**src/rtl/fifo_stream_pkg.sv**
```systemverilog
// Shared types and width helpers for the FIFO drain/stream blocks.
package fifo_stream_pkg;

    typedef enum logic {
        S_IDLE = 1'b0,
        S_HOLD = 1'b1
    } burst_state_t;

    // Beat counter width; a single-beat burst still needs one bit.
    function automatic int unsigned beat_width(input int unsigned burst_len);
        return (burst_len > 1) ? $clog2(burst_len) : 1;
    endfunction

    function automatic int unsigned timer_width(input int unsigned timeout);
        return $clog2(timeout + 1);
    endfunction

endpackage

```
**src/rtl/fifo_burst_reader_if.sv**
```systemverilog
// FIFO show-ahead read side plus valid/ready burst stream.
interface fifo_burst_reader_if #(
    parameter int unsigned WIDTH = 8
);
    logic             fifo_empty;
    logic [WIDTH-1:0] fifo_data;
    logic             fifo_pop;
    logic             m_valid;
    logic             m_ready;
    logic [WIDTH-1:0] m_data;
    logic             m_last;

    modport master (
        input  fifo_empty, fifo_data, m_ready,
        output fifo_pop, m_valid, m_data, m_last
    );

    modport slave (
        output fifo_empty, fifo_data, m_ready,
        input  fifo_pop, m_valid, m_data, m_last
    );
endinterface

```
**src/rtl/fifo_burst_reader.sv**
```systemverilog
// Drains a show-ahead FIFO into a valid/ready stream grouped into bursts.
// A hold register decides m_last before the word becomes visible.
module fifo_burst_reader
    import fifo_stream_pkg::*;
#(
    parameter int unsigned WIDTH     = 8,
    parameter int unsigned BURST_LEN = 4,
    parameter int unsigned TIMEOUT   = 8
) (
    input  logic                clk,
    input  logic                rst,
    fifo_burst_reader_if.master bus,
    output logic                timeout_flush
);

    localparam int unsigned BEAT_W  = beat_width(BURST_LEN);
    localparam int unsigned TIMER_W = timer_width(TIMEOUT);
    localparam logic [BEAT_W-1:0]  BEAT_LAST = BEAT_W'(BURST_LEN - 1);
    localparam logic [TIMER_W-1:0] TIMER_MAX = TIMER_W'(TIMEOUT);

    burst_state_t       state_q, state_d;
    logic [BEAT_W-1:0]  beat_q, beat_d;
    logic [TIMER_W-1:0] timer_q, timer_d;
    logic [WIDTH-1:0]   hold_q, hold_d;
    logic               valid_q, valid_d;
    logic [WIDTH-1:0]   data_q, data_d;
    logic               last_q, last_d;
    logic               flush_q, flush_d;

    logic out_free;
    logic at_last;
    logic timer_done;
    logic move;
    logic pop;
    logic close_burst;

    always_ff @(posedge clk) begin
        if (rst) begin
            state_q <= S_IDLE;
            beat_q  <= '0;
            timer_q <= '0;
            hold_q  <= '0;
            valid_q <= 1'b0;
            data_q  <= '0;
            last_q  <= 1'b0;
            flush_q <= 1'b0;
        end else begin
            state_q <= state_d;
            beat_q  <= beat_d;
            timer_q <= timer_d;
            hold_q  <= hold_d;
            valid_q <= valid_d;
            data_q  <= data_d;
            last_q  <= last_d;
            flush_q <= flush_d;
        end
    end

    always_comb begin
        state_d = state_q;
        beat_d  = beat_q;
        timer_d = timer_q;
        hold_d  = hold_q;
        valid_d = valid_q;
        data_d  = data_q;
        last_d  = last_q;
        flush_d = 1'b0;

        out_free    = !valid_q || bus.m_ready;
        at_last     = (beat_q == BEAT_LAST);
        timer_done  = (timer_q == TIMER_MAX);
        move        = (state_q == S_HOLD) && out_free &&
                      (at_last || !bus.fifo_empty || timer_done);
        pop         = !rst && !bus.fifo_empty && ((state_q == S_IDLE) || move);
        // A word that arrives after the timer expired keeps the burst open.
        close_burst = at_last || (bus.fifo_empty && timer_done);

        if (move) begin
            valid_d = 1'b1;
            data_d  = hold_q;
            last_d  = close_burst;
            flush_d = close_burst && !at_last;
            beat_d  = close_burst ? '0 : beat_q + 1'b1;
        end else if (valid_q && bus.m_ready) begin
            valid_d = 1'b0;
        end

        if (pop) begin
            hold_d  = bus.fifo_data;
            timer_d = '0;
        end else if ((state_q == S_HOLD) && bus.fifo_empty && !move && !timer_done) begin
            timer_d = timer_q + 1'b1;
        end

        case (state_q)
            S_IDLE:  if (pop) state_d = S_HOLD;
            S_HOLD:  if (move && !pop) state_d = S_IDLE;
            default: state_d = S_IDLE;
        endcase
    end

    assign bus.fifo_pop  = pop;
    assign bus.m_valid   = valid_q;
    assign bus.m_data    = data_q;
    assign bus.m_last    = last_q;
    assign timeout_flush = flush_q;

endmodule

```
**src/flat_wrapper.sv**
```systemverilog
// flat-port wrapper written by rule: the top's interface ports become plain ports
module fifo_burst_reader_flat import fifo_stream_pkg::*;
#(
    parameter int unsigned WIDTH     = 8,
    parameter int unsigned BURST_LEN = 4,
    parameter int unsigned TIMEOUT   = 8
)
  (clk, rst, timeout_flush, bus_fifo_empty, bus_fifo_data, bus_m_ready, bus_fifo_pop, bus_m_valid, bus_m_data, bus_m_last);
  fifo_burst_reader_if #(.WIDTH(WIDTH)) bus_i ();
  input  logic clk;
  input  logic rst;
  output logic timeout_flush;
  input wire logic [$bits(bus_i.fifo_empty)-1:0] bus_fifo_empty;
  input wire logic [$bits(bus_i.fifo_data)-1:0] bus_fifo_data;
  input wire logic [$bits(bus_i.m_ready)-1:0] bus_m_ready;
  output wire logic [$bits(bus_i.fifo_pop)-1:0] bus_fifo_pop;
  output wire logic [$bits(bus_i.m_valid)-1:0] bus_m_valid;
  output wire logic [$bits(bus_i.m_data)-1:0] bus_m_data;
  output wire logic [$bits(bus_i.m_last)-1:0] bus_m_last;
  assign bus_i.fifo_empty = bus_fifo_empty;
  assign bus_i.fifo_data = bus_fifo_data;
  assign bus_i.m_ready = bus_m_ready;
  assign bus_fifo_pop = bus_i.fifo_pop;
  assign bus_m_valid = bus_i.m_valid;
  assign bus_m_data = bus_i.m_data;
  assign bus_m_last = bus_i.m_last;
  fifo_burst_reader #(.WIDTH(WIDTH), .BURST_LEN(BURST_LEN), .TIMEOUT(TIMEOUT)) u_core (.clk(clk), .rst(rst), .bus(bus_i), .timeout_flush(timeout_flush));
endmodule
```
**config.mk**
```make
export PLATFORM = sky130hd
export DESIGN_NAME = fifo_burst_reader_flat
export DESIGN_NICKNAME = d
export VERILOG_FILES = /design/src/rtl/fifo_stream_pkg.sv /design/src/rtl/fifo_burst_reader_if.sv /design/src/rtl/fifo_burst_reader.sv /design/src/flat_wrapper.sv
export SDC_FILE = /design/constraint.sdc
export NUM_CORES = 1
export LEC_CHECK = 0
export CORE_MARGIN = 10
export CORE_UTILIZATION = 43
export DETAILED_ROUTE_END_ITERATION = 7
export GPL_ROUTABILITY_DRIVEN = 0
export MAX_ROUTING_LAYER = met4
export PLACE_DENSITY = 0.85
export SLEW_MARGIN = 0
export SYNTH_ARGS = -nofsm -noshare
export SYNTH_HDL_FRONTEND = slang
export SYNTH_SLANG_ARGS = --single-unit
export TNS_END_PERCENT = 10
```
**constraint.sdc**
```tcl
create_clock -name clk -period 1.6 [get_ports clk]
set_input_delay 0.4 -clock clk [delete_from_list [all_inputs] [get_ports clk]]
set_output_delay 0.4 -clock clk [all_outputs]
set_load 0.005 [all_outputs]
```
==> reports/metrics.cfg, run 1 <==
[sta]
grt_setup_unrepaired = yes
fin_ws_ns = -0.000961
report.final.slew_viol_count = 0
finalSetupViolCount = 1
finalHoldViolations = 0
worst_slew_pin_slew_ns = 0.403
slew_headroom = 0.729
fmax_ghz = 0.625
fin_skew_ns = 0.00233
timing.final.crit_share = 1.00
tns_ns = -0.000961
min_period_ns = 1.60

[finish]
seqCellArea_um2 = 536
final_cell_mix = buf_4 (19), nand3_1 (17), dfxtp_1 (14)
antennaDiodeCount = 0
drive_gt1_frac = 0.308
nets = 175
area_delta_synth_final_pct = 52.1
multi_input_area_um2 = 518
final_common_cell = buf_4
fillCellCount = 171

[job]
maxCapViolCount = 0

[synth]
synthAdderAreaFrac = 0.0364
seq_area_frac_synth = 0.505
syn_avg_cell_area_um2 = 9.12
yosysTopAreaCell = dfxtp_1
synth_area_um2 = 1030
ys_warn_count = 0
synth_area_leaders = dfxtp_1 (50%), nand3_1 (8.7%), mux2i_1 (7.8%), nand2_1 (4.7%), nor2_1 (4.4%)
synth_top_family_by_area = simple AND/OR/NAND/NOR gates
yosys.area_share.simple = 0.234
synth_cell_type_count = 27
synth_compound_area_frac = 0.0910
netlist_instances = 113
ys_seq_elements = 26
synth_nets = 128
synth_xor_area_frac = 0.00850
synthMuxAreaShare = 0.0886
synth_top_area_share = 0.505

[worst_setup_path]
crit_path_end_kind = primary output
slowest_delay_ns = 0.25
worstPathCellList = dlygate4sd2_1 -> nand3b_1 -> nand2_1 -> inv_1 -> clkdlybuf4s15_2
crit_fanout = 2
critPathBufInv = 3
crit_family = buffers and inverters
crit_type = in -> out
cp_slowest_cell = dlygate4sd2_1
crit_cells = 5
r2r-end = u_core.bus.m_data[1]
worst_setup_path_start_kind = primary input
r2r_slack_ns = 0.02
reg2reg_from = u_core.timer_q[0]
cp_data_arrival_time_ns = 1.20
reg2reg_depth = 7
critPathRequiredTime_ns = 1.20

[floorplanning]
fp-row-count = 17
io_pins = 24
start_util = 0.457
die_y_um = 69.0
die_w_um = 69.0
die_area_um2 = 4760
core_area_um2 = 2250

[power]
pwr-share-clk = 0.285
power_density_nw_per_um2 = 768
p_sw_uw = 295
seqPwrFrac = 0.572
combinationalPowerShare = 0.143
swShare = 0.245
p_leak_nw = 0.848
ir_drop_mv = 0.467
fin_total_pwr_mw = 1.20
p_int_uw = 909

[cts]
cts_htree_levels = 1
clock_latency_ns = 0.34
cts_sinks = 26
clockBufferDepth = 2
cts_buffers = 3
cts_root_buffer = clkbuf_4
cts.clk_slew.worst_paths_ns = 0.14
cts_tree = yes

[grt]
grt_start_max_net_pins = 15
grt_usage = 0.129
antenna_found_initial = 0
grt_pass1_vias = 985
overflow = 0
grt_pass1_wl_mm = 4.51

[detailed_routing]
vias_per_cell = 5.33
drt_pass1_iterations = 4
routed_wl_mm = 2.98
drtIter0Drc = 72
ant_nets = 0
wire_per_inst_um = 15.9
remaining_drc_errors = 0
vias = 996

[place]
placement.io_buffers = 23
dp_hpwl_mm = 1.98

[run_status]
violations = setup timing
status = finished with violations

[worst_hold_path]
holdCritStartpoint = u_core.hold_q[5]
hold_path_depth = 2
min_path_type = reg -> reg
hold_path_end = u_core.hold_q[5]

==> tightest hold or removal path: cells and delay by family (launching register included) <==
family        cells  cell delay [ns]
simple gates      2             0.11
flops             1             0.34
==> Yosys cell counts <==
master,instances
o311a_1,1
a22o_1,1
clkbuf_1,2
nor2_1,12
nand2b_1,1
a21o_1,1
nand3_1,18
ha_1,3
clkinv_1,1
mux2i_1,8
mux2_2,1
o311ai_1,1
dfxtp_1,26
nor4_1,2
a21oi_1,5
a211o_1,1
o21ai_1,2
nand3b_1,1
buf_4,1
a211oi_1,1
o21bai_1,1
and3b_4,1
inv_1,5
nand2_1,13
and2_1,1
xnor2_1,1
or3_1,2
==> cells by family (layout without fill, tap and decap cells) <==
family | Yosys count | in the layout
simple gates | 51 | 51
fa+ha+maj | 3 | 3
flops | 26 | 26
mux | 9 | 9
compound gates | 14 | 14
xor+xnor | 1 | 1
buf+inv | 9 | 55
==> stage by stage <==
stage	instances	hold slack, ns	cell area (µm²)	setup WS (ns)	utilization
detailed placement	177	0.452	1410	-0.470	0.625
CTS	187	0.471	1510	0.00155	0.668
global route	187	0.496	1570	-0.0687	0.695
floorplan	113	0.433	1040	-0.0229	-
finish	187	0.472	1570	-0.000961	0.695
global placement	177	0.442	1410	-0.456	0.625
==> registers in the layout, summed over array words and instances, names as in the netlist <==
register	cells
u_core.bus.m_data	8
u_core.bus.m_last	1
u_core.timeout_flush	1
u_core.bus.m_valid	1
u_core.state_q	1
u_core.beat_q	2
u_core.hold_q	8
u_core.timer_q	4
==> per-layer routing <==
layer	vias up	global-route usage	share of wire	wire [µm]
li1	481	-	-	-
met1	480	0.136	0.41	1220
met2	27	0.226	0.52	1540
met3	8	0.0177	0.043	129
met4	0	0.0690	0.029	87
met5	-	-	0	0
==> repair_timing <==
| item | in CTS | in global routing |
|---|---|---|
| endpoints found under the setup margin | 13 | 31 |
| hold buffers | 0 | 0 |
| gates cloned | 0 | 0 |
| buffers inserted | 6 | 0 |
| endpoints found under the hold margin | 0 | 0 |
| pin swaps | 4 | 2 |
| gates resized for setup | 17 | 24 |
==> how the worst max path moves through the flow <==
stage | from | end
finish | bus_m_ready | bus_fifo_pop
global route | u_core.timer_q[0] | u_core.bus.m_data[1]
CTS | u_core.bus.m_data[2] | bus_m_data[2]
detailed placement | bus_m_ready | bus_fifo_pop
global placement | bus_m_ready | bus_fifo_pop
floorplan | u_core.timer_q[0] | u_core.timer_q[3]
==> final cells by class <==
cell class / count / share of cell area
inverters: 6 / 0.0144
flip-flops and latches: 26 / 0.342
well taps: 28 / 0.0223
multi-input cells: 78 / 0.330
repair buffers: 45 / 0.268
clock buffers: 4 / 0.0231
==> power groups by stage <==
stage,clock [mW],combinational [mW],sequential (mW)
floorplan,0,0.0660,0.700
global placement,0,0.147,0.699
CTS,0.343,0.165,0.688
global route,0.375,0.187,0.692
finish,0.343,0.172,0.689
detailed placement,0,0.153,0.702
Note: power is estimated with default switching activity, not from simulation.
==> run 2, diff against run 1 <==
--- a/config.mk
+++ b/config.mk
@@ -6,11 +6,12 @@
 export NUM_CORES = 1
 export LEC_CHECK = 0
 export CORE_MARGIN = 10
-export CORE_UTILIZATION = 43
+export CORE_UTILIZATION = 47
 export DETAILED_ROUTE_END_ITERATION = 7
 export GPL_ROUTABILITY_DRIVEN = 0
 export MAX_ROUTING_LAYER = met4
-export PLACE_DENSITY = 0.85
+export PLACE_DENSITY = 0.88
+export RECOVER_POWER = 50
 export SLEW_MARGIN = 0
 export SYNTH_ARGS = -nofsm -noshare
 export SYNTH_HDL_FRONTEND = slang
==> constraint.sdc (replaced) <==
create_clock -name clk -period 1.68 [get_ports clk]
set_input_delay 0.42 -clock clk [delete_from_list [all_inputs] [get_ports clk]]
set_output_delay 0.42 -clock clk [all_outputs]
set_load 0.005 [all_outputs]
==> run 2 against run 1 <==
  * The run now ends clean
  * Register-to-register slack barely moved
  * Routed wire length fell by 3.3%
  * Clock power is 24% lower
  * Clock-buffer cell count fell by 1
  * First-iteration DRC count decreased by 40%
  * Core utilization is 7.1 points higher
  * Critical path depth unchanged
  * Via count up 0.80%
  * Sequential cell count unchanged
  * Setup slack better by 0.015 ns
  * Critical path type unchanged
  * Critical endpoint unchanged
  * Highest routed layer unchanged
==> reports/metrics.cfg, run 2 (synthesis results as in run 1) <==
[detailed_routing]
vias = 1004  ; was 996
drt_pass1_iterations = 4  ; unchanged
remaining_drc_errors = 0  ; unchanged
dr_wl_met3_um = 151  ; was 129 µm
vias_per_cell = 5.34  ; was 5.33
drtIter0Drc = 43  ; was 72
routed.top_layer = met4  ; unchanged
met2_length_mm = 1.48  ; was 1.54 mm
ant_nets = 0  ; unchanged
wl_met1_mm = 1.18  ; was 1.22 mm
routed_wl_mm = 2.88  ; was 2.98 mm
wire_per_inst_um = 15.3  ; was 15.9 µm

[cts]
clock_latency_ns = 0.32  ; was 0.34 ns
cts.clk_slew.worst_paths_ns = 0.13  ; was 0.14 ns
cts_tree = yes  ; unchanged
cts_htree_levels = 1  ; unchanged
cts_root_buffer = clkbuf_4  ; unchanged
cts_sinks = 26  ; unchanged
clockBufferDepth = 2  ; unchanged
cts_buffers = 3  ; unchanged

[power]
seqPwrFrac = 0.605  ; was 0.572
swShare = 0.245  ; about the same
ir_drop_mv = 0.579  ; was 0.467 mV
fin_total_pwr_mw = 1.08  ; was 1.20 mW
p_int_uw = 819  ; was 909 µW
p_leak_nw = 0.695  ; was 0.848 nW
pwr-share-clk = 0.242  ; was 0.285
power_density_nw_per_um2 = 700  ; was 768 nW/µm²
p_sw_uw = 266  ; was 295 µW
combinationalPowerShare = 0.154  ; was 0.143

[grt]
grt_start_max_net_pins = 15  ; unchanged
overflow = 0  ; unchanged
antenna_found_initial = 0  ; unchanged
grt_pass1_wl_mm = 4.46  ; was 4.51 mm
grt_usage = 0.131  ; was 0.129
grt_pass1_vias = 955  ; was 985

[worst_setup_path]
critPathBufInv = 3  ; unchanged
crit_path_end_kind = primary output  ; unchanged
crit_family = buffers and inverters  ; unchanged
crit_cells = 5  ; unchanged
worstPathCellList = clkdlybuf4s50_1 -> nor2_2 -> nand2_1 -> inv_1 -> buf_2  ; was dlygate4sd2_1 -> nand3b_1 -> nand2_1 -> inv_1 -> clkdlybuf4s15_2
slowest_delay_ns = 0.45  ; was 0.25 ns
crit_fanout = 2  ; unchanged
reg2reg_depth = 7  ; unchanged
cp_slowest_cell = clkdlybuf4s50_1  ; was dlygate4sd2_1
worst_setup_path_start_kind = primary input  ; unchanged
cp_data_arrival_time_ns = 1.25  ; was 1.20 ns
crit_type = in -> out  ; unchanged
critPathRequiredTime_ns = 1.26  ; was 1.20 ns

[sta]
timing.final.crit_share = 0.991
tns_ns = 0  ; was -0.000961 ns
finalHoldViolations = 0  ; unchanged
slew_headroom = 0.735  ; was 0.729
fin_skew_ns = 0.00670  ; was 0.00233 ns
min_period_ns = 1.67
fmax_ghz = 0.600
worst_slew_pin_slew_ns = 0.395  ; was 0.403 ns
finalSetupViolCount = 0  ; was 1
grt_setup_unrepaired = yes  ; unchanged
fin_ws_ns = 0.0144  ; was -0.000961 ns
report.final.slew_viol_count = 0  ; unchanged

[floorplanning]
die_y_um = 66.8  ; was 69.0 µm
die_area_um2 = 4470  ; was 4760 µm²
io_pins = 24  ; unchanged
die_w_um = 66.8  ; was 69.0 µm
fp-row-count = 16  ; was 17
core_area_um2 = 2020  ; was 2250 µm²
start_util = 0.510  ; was 0.457

[finish]
final_cell_mix = buf_4 (23), dfxtp_1 (23), clkdlybuf4s50_1 (20)  ; was buf_4 (19), nand3_1 (17), dfxtp_1 (14)
antennaDiodeCount = 0  ; unchanged
area_delta_synth_final_pct = 50.4  ; was 52.1%
fillCellCount = 120  ; was 171
nets = 178  ; was 175
drive_gt1_frac = 0.267  ; was 0.308

[place]
placement.io_buffers = 23  ; unchanged
pre_cts_slack_ns = -0.421  ; was -0.470 ns
dp_hpwl_mm = 1.98  ; about the same

[run_status]
status = completed  ; was finished with violations

[worst_hold_path]
min_path_type = reg -> reg  ; unchanged
hold_path_depth = 2  ; unchanged

[job]
maxCapViolCount = 0  ; unchanged

==> run 2: per-stage QoR <==
stage	utilization	area (µm²)	hold WS, ns	std cells
5_1_grt	0.767	1550	0.501	188
6_report	0.767	1550	0.464	188
3_3_place_gp	0.696	1410	0.443	176
3_5_place_dp	0.696	1410	0.445	176
2_1_floorplan	-	1030	0.433	113
4_1_cts	0.729	1470	0.464	184
==> run 2: layer usage <==
metal	vias up	global-route usage
li1	492	-
met1	474	0.152
met2	32	0.204
met3	6	0.0251
met4	0	0.0759
met5	-	-
==> run 2: layout make-up <==
cell class                 count  area (µm²)  area share
tap                           27        33.8      0.0218
clock buffer                   3        22.5      0.0145
multi-input combinational     78         526       0.339
inverter                       6        22.5      0.0145
sequential                    26         524       0.338
timing repair buffer          48         422       0.272
==> run 2: worst reg2reg max path: cells and delay by family (launching register included) <==
family | cells | cell delay, ns
AO/OA/AOI/OAI | 1 | 0.33
adder cells (fa/ha/maj) | 1 | 0.15
flip-flops | 1 | 0.35
AND/OR/NAND/NOR | 2 | 0.27
multiplexers | 1 | 0.22
buffers and inverters | 2 | 0.24
==> run 2: power groups by stage <==
stage / combinational [mW] / clock (mW) / sequential (mW)
after CTS: 0.154 / 0.267 / 0.654
after floorplan: 0.0618 / 0 / 0.667
after global placement: 0.141 / 0 / 0.666
after detailed placement: 0.146 / 0 / 0.668
final: 0.167 / 0.262 / 0.656
after global routing: 0.180 / 0.296 / 0.659
==> run 2: worst paths after layout <==
kind                                   startpoint                    to  slack, ns
worst max register to register  u_core.timer_q[0]  u_core.bus.m_data[6]       0.03
worst min-delay path             u_core.hold_q[2]      u_core.hold_q[2]       0.46
worst max-delay path                          rst          bus_fifo_pop       0.01
worst min register to register   u_core.hold_q[2]      u_core.hold_q[2]       0.46
==> run 2: timing repair <==
action                     in CTS  in global routing
resized for setup               9                 12
buffers inserted                6                  4
pin swaps                       1                  4
setup endpoints to repair       2                 21
hold buffers                    0                  0
hold endpoints to repair        0                  0
